--- src/rtl/ekf_fxp_pkg.sv ---
// Shared fixed-point helpers for the EKF datapath: format derivation,
// divider sizing, FSM encodings and saturation limits.
package ekf_fxp_pkg;

  typedef enum logic [2:0] {
    ST_IDLE = 3'd0,
    ST_PREP = 3'd1,
    ST_DIV  = 3'd2,
    ST_SIGN = 3'd3,
    ST_DONE = 3'd4
  } state_e;

  function automatic int flt_bits(input int dw, input int int_bits);
    return dw - int_bits - 1;
  endfunction

  // Pre-shift of |D-C| so the quotient lands directly in the Q format.
  function automatic int shift_bits(input int flt_q, input int flt_b, input int flt_d);
    return flt_q + flt_b - flt_d;
  endfunction

  function automatic int nw_bits(input int dw_d, input int shift);
    return dw_d + shift;
  endfunction

  // Largest positive magnitude of a dw-bit signed value; valid for dw <= 64.
  function automatic logic [63:0] sat_max(input int dw);
    return (64'd1 << (dw - 1)) - 64'd1;
  endfunction

endpackage

--- src/rtl/div_core.sv ---
// Unsigned restoring divider: one quotient bit per clock, MSB first.
// done is high during the final iteration so the caller can leave on that edge.
module div_core #(
  parameter int NW   = 44,
  parameter int DW_B = 24
) (
  input  logic            clk,
  input  logic            n_rst,
  input  logic            load,
  input  logic [NW-1:0]   num,
  input  logic [DW_B-1:0] den,
  output logic            busy,
  output logic [NW-1:0]   quo,
  output logic            done
);

  localparam int CW = $clog2(NW + 1);

  logic [DW_B:0]   rem_r;
  logic [NW-1:0]   q_r;
  logic [DW_B-1:0] den_r;
  logic [CW-1:0]   cnt_r;
  logic            busy_r;
  logic [DW_B:0]   rem_sh;
  logic [DW_B:0]   trial;
  logic            ge;

  // Trial subtraction of the divisor from the shifted partial remainder.
  always_comb begin
    rem_sh = {rem_r[DW_B-1:0], q_r[NW-1]};
    trial  = rem_sh - {1'b0, den_r};
    ge     = (rem_sh >= {1'b0, den_r});
  end

  // Iteration state: remainder, quotient/dividend shift register and bit counter.
  always_ff @(posedge clk or negedge n_rst) begin
    if (!n_rst) begin
      rem_r  <= {(DW_B+1){1'b0}};
      q_r    <= {NW{1'b0}};
      den_r  <= {DW_B{1'b0}};
      cnt_r  <= {CW{1'b0}};
      busy_r <= 1'b0;
    end else if (load) begin
      rem_r  <= {(DW_B+1){1'b0}};
      q_r    <= num;
      den_r  <= den;
      cnt_r  <= CW'(NW);
      busy_r <= 1'b1;
    end else if (busy_r) begin
      rem_r  <= ge ? trial : rem_sh;
      q_r    <= {q_r[NW-2:0], ge};
      cnt_r  <= cnt_r - CW'(1);
      busy_r <= (cnt_r != CW'(1));
    end
  end

  assign busy = busy_r;
  assign quo  = q_r;
  assign done = busy_r && (cnt_r == CW'(1));

endmodule

--- src/rtl/sub_div.sv ---
// Signed fixed-point Q = (D - C) / B: subtract/sign front end, restoring
// divider, symmetric saturation back end, valid/ready on both sides.
module sub_div
  import ekf_fxp_pkg::*;
#(
  parameter int DW_D  = 24,
  parameter int INT_D = 3,
  parameter int DW_B  = 24,
  parameter int INT_B = 3,
  parameter int DW_Q  = 24,
  parameter int INT_Q = 3
) (
  input  logic            clk,
  input  logic            n_rst,
  input  logic            in_valid,
  output logic            in_ready,
  input  logic [DW_D-1:0] din_d,
  input  logic [DW_D-1:0] din_c,
  input  logic [DW_B-1:0] din_b,
  output logic            out_valid,
  input  logic            out_ready,
  output logic [DW_Q-1:0] dout,
  output logic            ovf,
  output logic            dz
);

  localparam int FLT_D = flt_bits(DW_D, INT_D);
  localparam int FLT_B = flt_bits(DW_B, INT_B);
  localparam int FLT_Q = flt_bits(DW_Q, INT_Q);
  localparam int SHIFT = shift_bits(FLT_Q, FLT_B, FLT_D);
  localparam int NW    = nw_bits(DW_D, SHIFT);
  localparam logic [DW_Q-1:0] Q_MAX = DW_Q'(sat_max(DW_Q));

  if (FLT_Q + FLT_B < FLT_D) begin : g_illegal_format
    $error("sub_div: FLT_Q + FLT_B must be >= FLT_D");
  end

  state_e          state, next_state;
  logic [DW_D-1:0] d_r, c_r;
  logic [DW_B-1:0] b_r;
  logic            neg_r, dz_r;
  logic            accept;
  logic [DW_D:0]   diff, diff_mag;
  logic [DW_B-1:0] b_mag;
  logic            b_zero;
  logic [NW-1:0]   num;
  logic            load;
  logic            core_busy, core_done;
  logic [NW-1:0]   quo;
  logic            q_hi, sat;
  logic [DW_Q-1:0] mag, res;

  assign accept = in_valid && in_ready;

  // Front end: widened difference, magnitudes and aligned dividend.
  always_comb begin
    diff     = {d_r[DW_D-1], d_r} - {c_r[DW_D-1], c_r};
    diff_mag = diff[DW_D] ? ((DW_D+1)'(0) - diff) : diff;
    b_mag    = b_r[DW_B-1] ? (DW_B'(0) - b_r) : b_r;
    b_zero   = (b_r == {DW_B{1'b0}});
    num      = NW'(diff_mag) << SHIFT;
    load     = (state == ST_PREP) && !b_zero;
  end

  div_core #(.NW(NW), .DW_B(DW_B)) u_core (
    .clk   (clk),
    .n_rst (n_rst),
    .load  (load),
    .num   (num),
    .den   (b_mag),
    .busy  (core_busy),
    .quo   (quo),
    .done  (core_done)
  );

  // Back end: any set bit at or above the sign position saturates; zero stays +0.
  always_comb begin
    q_hi = |quo[NW-1:DW_Q-1];
    sat  = dz_r || q_hi;
    mag  = sat ? Q_MAX : {1'b0, quo[DW_Q-2:0]};
    res  = (neg_r && (mag != {DW_Q{1'b0}})) ? (DW_Q'(0) - mag) : mag;
  end

  // State register.
  always_ff @(posedge clk or negedge n_rst) begin
    if (!n_rst) state <= ST_IDLE;
    else        state <= next_state;
  end

  // Next-state logic.
  always_comb begin
    next_state = state;
    case (state)
      ST_IDLE: next_state = accept ? ST_PREP : ST_IDLE;
      ST_PREP: next_state = b_zero ? ST_SIGN : ST_DIV;
      ST_DIV:  next_state = core_done ? ST_SIGN : ST_DIV;
      ST_SIGN: next_state = ST_DONE;
      ST_DONE: next_state = out_ready ? ST_IDLE : ST_DONE;
      default: next_state = ST_IDLE;
    endcase
  end

  // Operand capture on accept; sign and divide-by-zero decided in PREP.
  always_ff @(posedge clk or negedge n_rst) begin
    if (!n_rst) begin
      d_r   <= {DW_D{1'b0}};
      c_r   <= {DW_D{1'b0}};
      b_r   <= {DW_B{1'b0}};
      neg_r <= 1'b0;
      dz_r  <= 1'b0;
    end else if (accept) begin
      d_r <= din_d;
      c_r <= din_c;
      b_r <= din_b;
    end else if (state == ST_PREP) begin
      // With B == 0 the sign bit of B is 0, so this reduces to sign(diff).
      neg_r <= diff[DW_D] ^ b_r[DW_B-1];
      dz_r  <= b_zero;
    end
  end

  // Registered handshake and result outputs.
  always_ff @(posedge clk or negedge n_rst) begin
    if (!n_rst) begin
      dout      <= {DW_Q{1'b0}};
      ovf       <= 1'b0;
      dz        <= 1'b0;
      out_valid <= 1'b0;
      in_ready  <= 1'b1;
    end else begin
      out_valid <= (next_state == ST_DONE);
      in_ready  <= (next_state == ST_IDLE);
      if (accept) begin
        ovf <= 1'b0;
        dz  <= 1'b0;
      end else if (state == ST_SIGN) begin
        dout <= res;
        ovf  <= sat;
        dz   <= dz_r;
      end
    end
  end

endmodule

--- config.mk ---
export PLATFORM = sky130hd
export DESIGN_NAME = sub_div
export DESIGN_NICKNAME = d
export VERILOG_FILES = /design/src/rtl/ekf_fxp_pkg.sv /design/src/rtl/div_core.sv /design/src/rtl/sub_div.sv
export SDC_FILE = /design/constraint.sdc
export NUM_CORES = 1
export LEC_CHECK = 0
export CAP_MARGIN = 20
export CORE_ASPECT_RATIO = 0.9
export CORE_UTILIZATION = 60
export CTS_BUF_LIST = sky130_fd_sc_hd__clkbuf_2
export DETAILED_ROUTE_END_ITERATION = 16
export HOLD_SLACK_MARGIN = 0.05
export PLACE_DENSITY = 0.82
export SYNTH_ARGS = -nofsm -noshare
export SYNTH_HDL_FRONTEND = slang
export SYNTH_SLANG_ARGS = --single-unit
export TNS_END_PERCENT = 50
--- constraint.sdc ---
create_clock -name clk -period 10.3 [get_ports clk]
set_input_delay 2.06 -clock clk [delete_from_list [all_inputs] [get_ports clk]]
set_output_delay 2.06 -clock clk [all_outputs]
set_load 0.005 [all_outputs]
==> run summary, run 1 <==
GRT overflow: 0
Vias/cell: 5.97
layout cell share with drive strength beyond 1: 0.122
ys flop type: dfrtp_1
first-pass GRT wire length: 47000 µm
clock skew: 0.0483 ns
yosys warns: 0
CTS tree: yes
CP arrival: 5.98 ns
Wirelength per Cell: 16.0 µm
Starting Density: 0.620
Crit Path Category: reg -> reg
Final Max Tran Viols: 0
overall die height: 139 µm
largest net degree at the start of global routing: 124
Synth Net Count: 1474
setup total negative slack: 0 ns
count leader, synth: dfrtp_1
worst path required time: 11.05 ns
fin crit share: 0.509
clk_lat worst skew: 0.83 ns
cell area after layout: 14100 µm²
Storage cell area: 5110 µm²
CP max FO: 27
hold buffers post-CTS: 0
area occupied by multi-input gates: 6910 µm²
fin cells: 1727
Reg-to-Reg Start: u_core.quo[27]
top cell type by total area after synthesis: dfrtp_1
vias in the first global route: 9736
hold wc startpoint: u_core.den_r[23]
# setup viols final: 0
Seq cells post-synth: 204
# Max-Cap Violations: 0
min Tclk post-route: 5.24 ns
core area: 20200 µm²
gr usage total: 0.266
Min-Delay Path Class: reg -> reg
port bufs: 103
Num CTS Buffers: 51
most frequent cells after synthesis: dfrtp_1, nand2_1, o21ai_0
final wirelength: 27600 µm
Vias: 10.3k
Die ar.: 21500 µm²
Yosys cell types: 75
status: finished, final reports clean
Sink Count: 204
Syn Inst Count: 1343
root buffer cell: clkbuf_2
clock buffer depth: 3
Post-Syn Area per Cell: 9.34 µm²
Final Hold Fails: 0
H-tree Lvls: 2
Core Util, Final: 0.697
Rows: 49
CP startpoint: u_core.quo[27]
first drt pass iteration count: 6
GPL Wtd Cong: 0.910
ys async rst share: 1.00
unrepaired setup endpoints after global routing: false
CP Capture Type: register
placed cells: 1646
Layout Area Growth over Synthesis: 12.5%
DIE WIDTH: 154 µm
Post-synth EDFFs: 0
CP startpoint kind: register
fin nets: 1575
clock input transition at the sequential cells of the worst setup and hold paths: 0.09 ns
sequential area share after synthesis: 0.407
num ports: 104
Layout fillers: 1570
Remaining DRCs: 0
hpwl dp: 19800 µm
relative slew slack: 0.330
Slew @ Worst Pin: 1.01 ns
Iter 0 DRT Violations: 636
initial antenna violation count: 2
Yosys top cell area share: 0.405
Mapped Area: 12500 µm²
Post-DRT Antenna Nets: 0
post_cts resized: 0
post-CTS setup repair buffer count: 0
fmax: 191 MHz
ranking of synthesized cells by area: dfrtp_1, mux2_2, ha_1
DP Area: 13700 µm²
==> placed cells by master (no fill, tap or decap), types with 6 or more instances in the layout <==
cell / n
o21a_1: 9
clkinv_1: 8
o21ai_1: 12
a31oi_1: 12
or2_2: 6
clkdlybuf4s50_1: 102
a21o_1: 13
o21ai_0: 115
nand2b_1: 10
xor2_1: 30
nor4_1: 10
o41ai_1: 6
nand3_1: 17
mux2_2: 74
and2_1: 7
nand2_1: 120
nor3_1: 27
nor3b_1: 7
clkbuf_2: 69
inv_1: 75
o211ai_1: 7
o31ai_1: 15
dfrtp_1: 202
xnor2_1: 56
o22ai_1: 6
a21oi_1: 79
nand4_1: 9
nor2_1: 103
mux2i_1: 57
and3_1: 7
or4_1: 11
ha_1: 53
buf_4: 8
a21boi_0: 7
or3_1: 11
a211oi_1: 22
nor2b_1: 16
==> flip-flops by register name (all words and copies together) (netlist names) <==
register,flops
u_core.quo,44
u_core.rem_r,24
dz_r,1
in_ready,1
u_core.cnt_r,6
u_core.busy,1
c_r,24
out_valid,1
u_core.den_r,24
neg_r,1
b_r,24
state,3
dz,1
dout,24
d_r,24
ovf,1
==> cell families (layout without fill, tap and decap cells) <==
| group | after synthesis | after routing | synth area share |
|---|---|---|---|
| other | 0 | 1 | 0 |
| and+or+nand+nor | 377 | 377 | 0.144 |
| buffers and inverters | 138 | 266 | 0.0429 |
| DFF | 204 | 204 | 0.407 |
| xor gates and xnor gates | 87 | 87 | 0.0614 |
| AOI/OAI and AO/OA | 351 | 351 | 0.177 |
| adders and majority gates | 55 | 55 | 0.0561 |
| muxes | 131 | 131 | 0.112 |
==> final timing paths <==
check / slack, ns / to / cells after the start
max reg2reg: 5.06 / dout[15] / 13
max in group asynchronous: 7.36 / c_r[11] / 2
min: 0.48 / u_core.den_r[23] / 2
min reg2reg: 0.48 / u_core.den_r[23] / 2
max: 5.06 / dout[15] / 13
min in group asynchronous: 1.36 / u_core.rem_r[9] / 1
==> area by class of cell <==
class | count | share of cell area
Multi-Input combinational cell | 1001 | 0.489
Sequential cell | 204 | 0.362
Timing Repair Buffer | 111 | 0.0776
Clock buffer | 69 | 0.0245
Tap cell | 255 | 0.0226
Inverter | 75 | 0.0200
Clock inverter | 11 | 0.00364
Antenna cell | 1 | 0.000177
==> through the flow <==
step | setup slack, ns | hold slack (ns)
floorplan | 6.06 | 0.449
global placement | 5.30 | 0.461
CTS | 5.10 | 0.487
global route | 4.61 | 0.505
finish | 5.06 | 0.482
detailed placement | 5.12 | 0.467
==> critical path, cell delays in order, from the launching register on <==
cell,delay (ns)
dfrtp_1,0.40
or4_1,0.57
or4_1,0.90
nor2_1,0.45
ha_1,0.23
nor3b_1,0.45
nand2_1,0.17
nor2_1,0.18
nand3_1,0.16
or4_1,0.57
o21ai_1,0.61
nor2_1,0.14
xor2_1,0.18
o21ai_0,0.15
==> layer usage <==
| metal | vias to the layer above | routed length (µm) | GRT usage |
|---|---|---|---|
| met5 | - | 15 | 0 |
| met4 | 2 | 521 | 0.0881 |
| met3 | 57 | 1740 | 0.0413 |
| met2 | 341 | 12000 | 0.400 |
| met1 | 4879 | 13300 | 0.392 |
| li1 | 5029 | - | - |
Power of run 1 is left out: the tool's default activity adds up to more than one toggle a clock period on the data nets, which glitch-free logic cannot reach.
==> inputs of run 2 (changes only) <==
CORE_UTILIZATION = 55   (was 60)
PLACE_DENSITY = 0.79   (was 0.82)
clock period = 4.41 ns   (was 10.3 ns; I/O delays follow)
==> run 2 against run 1 <==
Effect of this change:
- die area increased by 9.0%
- clock skew fell by 0.011 ns
- final area grew 1.3%
- global-route usage shrank 2.3 points
- routed wire length up 0.40%
- count of clock-buffer cells in the layout is 4 higher
- critical path depth grew 2
- hold slack lost 0.27 ns
- core utilization decreased by 6.1 points
- first-iteration DRC count down 5.0%
==> run summary, run 2 (synthesis gave the netlist of run 1 again) <==
clock buffer depth: 3
Wirelength per Cell: 15.5 µm
vias in the first global route: 9786
# Max-Cap Violations: 0
Remaining DRCs: 0
cell area after layout: 14300 µm²
final wirelength: 27700 µm
# setup viols final: 0
Min-Delay Path Class: in -> async
Sink Count: 204
area occupied by multi-input gates: 6920 µm²
status: finished, final reports clean
Slew @ Worst Pin: 0.981 ns
fin nets: 1585
CP arrival: 4.77 ns
GRT overflow: 0
DP Area: 13800 µm²
CP startpoint: u_core.quo[35]
overall die height: 145 µm
relative slew slack: 0.346
Final Hold Fails: 0
min Tclk post-route: 4.08 ns
Hold Slack: 0.215 ns
num ports: 104
port bufs: 103
fin crit share: 0.926
Final Max Tran Viols: 0
most frequent cells in the layout: dfrtp_1, nand2_1, o21ai_0
Starting Density: 0.559
Post-DRT Antenna Nets: 0
max reg flops: 44
clock skew: 0.0369 ns
Crit Path Category: reg -> reg
Vias: 10.2k
Iter 0 DRT Violations: 604
Critical Path End: dout[4]
gr usage total: 0.242
R2R cell count: 15
Layout fillers: 1885
commonest non-fill, non-tap cell in the layout: dfrtp_1
setup total negative slack: 0 ns
post-CTS setup repair buffer count: 0
fmax: 245 MHz
CTS tree: yes
first-pass GRT wire length: 47000 µm
post_cts resized: 0
Rows: 52
CP Capture Type: register
DIE WIDTH: 161 µm
CP max FO: 14
Layout Area Growth over Synthesis: 14.0%
Die ar.: 23400 µm²
clock input transition at the sequential cells of the worst setup and hold paths: 0.11 ns
CP startpoint kind: register
worst reg2reg path endpoint: dout[4]
root buffer cell: clkbuf_2
placed cells: 1696
fin cells: 1787
unrepaired setup endpoints after global routing: false
initial antenna violation count: 2
Storage cell area: 5110 µm²
Num CTS Buffers: 53
GPL Wtd Cong: 0.866
first drt pass iteration count: 5
clk_lat worst skew: 0.83 ns
hold buffers post-CTS: 0
hpwl dp: 19900 µm
worst reg2reg setup slack: 0.33 ns
H-tree Lvls: 2
layout cell share with drive strength beyond 1: 0.132
Reg-to-Reg Start: u_core.quo[35]
worst path required time: 5.10 ns
core area: 22400 µm²
Vias/cell: 5.71
largest net degree at the start of global routing: 122
## run 2: critical path, cell delays in order, from the launching register on
cell and delay [ns]:
dfrtp_1 0.41, nor4_1 0.44, nand4_1 0.19, or4_4 0.51, nor2_1 0.16, ha_1 0.18, nor3b_1 0.24, nand2_1 0.14
nor2_1 0.15, nand3_1 0.13, or4_1 0.56, o21a_2 0.35, nor2_2 0.19, a21oi_1 0.06, o21ai_0 0.15, o21ai_0 0.09
## run 2: area by class of cell
type	instances	area share
tap	297	0.0260
clock buffer	73	0.0256
multi-input combinational	1001	0.484
timing repair buffer	119	0.0817
antenna	1	0.000175
clock inverter	17	0.00525
inverter	75	0.0197
sequential	204	0.358
## run 2: per-layer routing
layer,share of wire,GRT usage
met1,0.49,0.356
met2,0.44,0.357
met3,0.054,0.0466
met4,0.020,0.0811
met5,0.00054,0
## run 2: worst min-delay path by stage
stage / depth (start not counted) / from / slack, ns / end
CTS: 1 / n_rst / 0.19 / u_core.rem_r[11]
global placement: 2 / dout[18] / 0.46 / dout[18]
detailed placement: 2 / dout[0] / 0.47 / dout[0]
global route: 1 / n_rst / 0.24 / u_core.den_r[16]
finish: 1 / n_rst / 0.22 / u_core.rem_r[13]
floorplan: 2 / u_core.den_r[23] / 0.45 / u_core.den_r[23]
## run 2: metrics by stage
step / utilization / setup WS [ns]
4_1_cts: 0.636 / 0.0910
5_1_grt: 0.637 / 0.0202
2_1_floorplan: - / 0.171
3_3_place_gp: 0.616 / 0.229
6_report: 0.637 / 0.326
3_5_place_dp: 0.616 / 0.132
Power of run 2 is left out for the same reason.
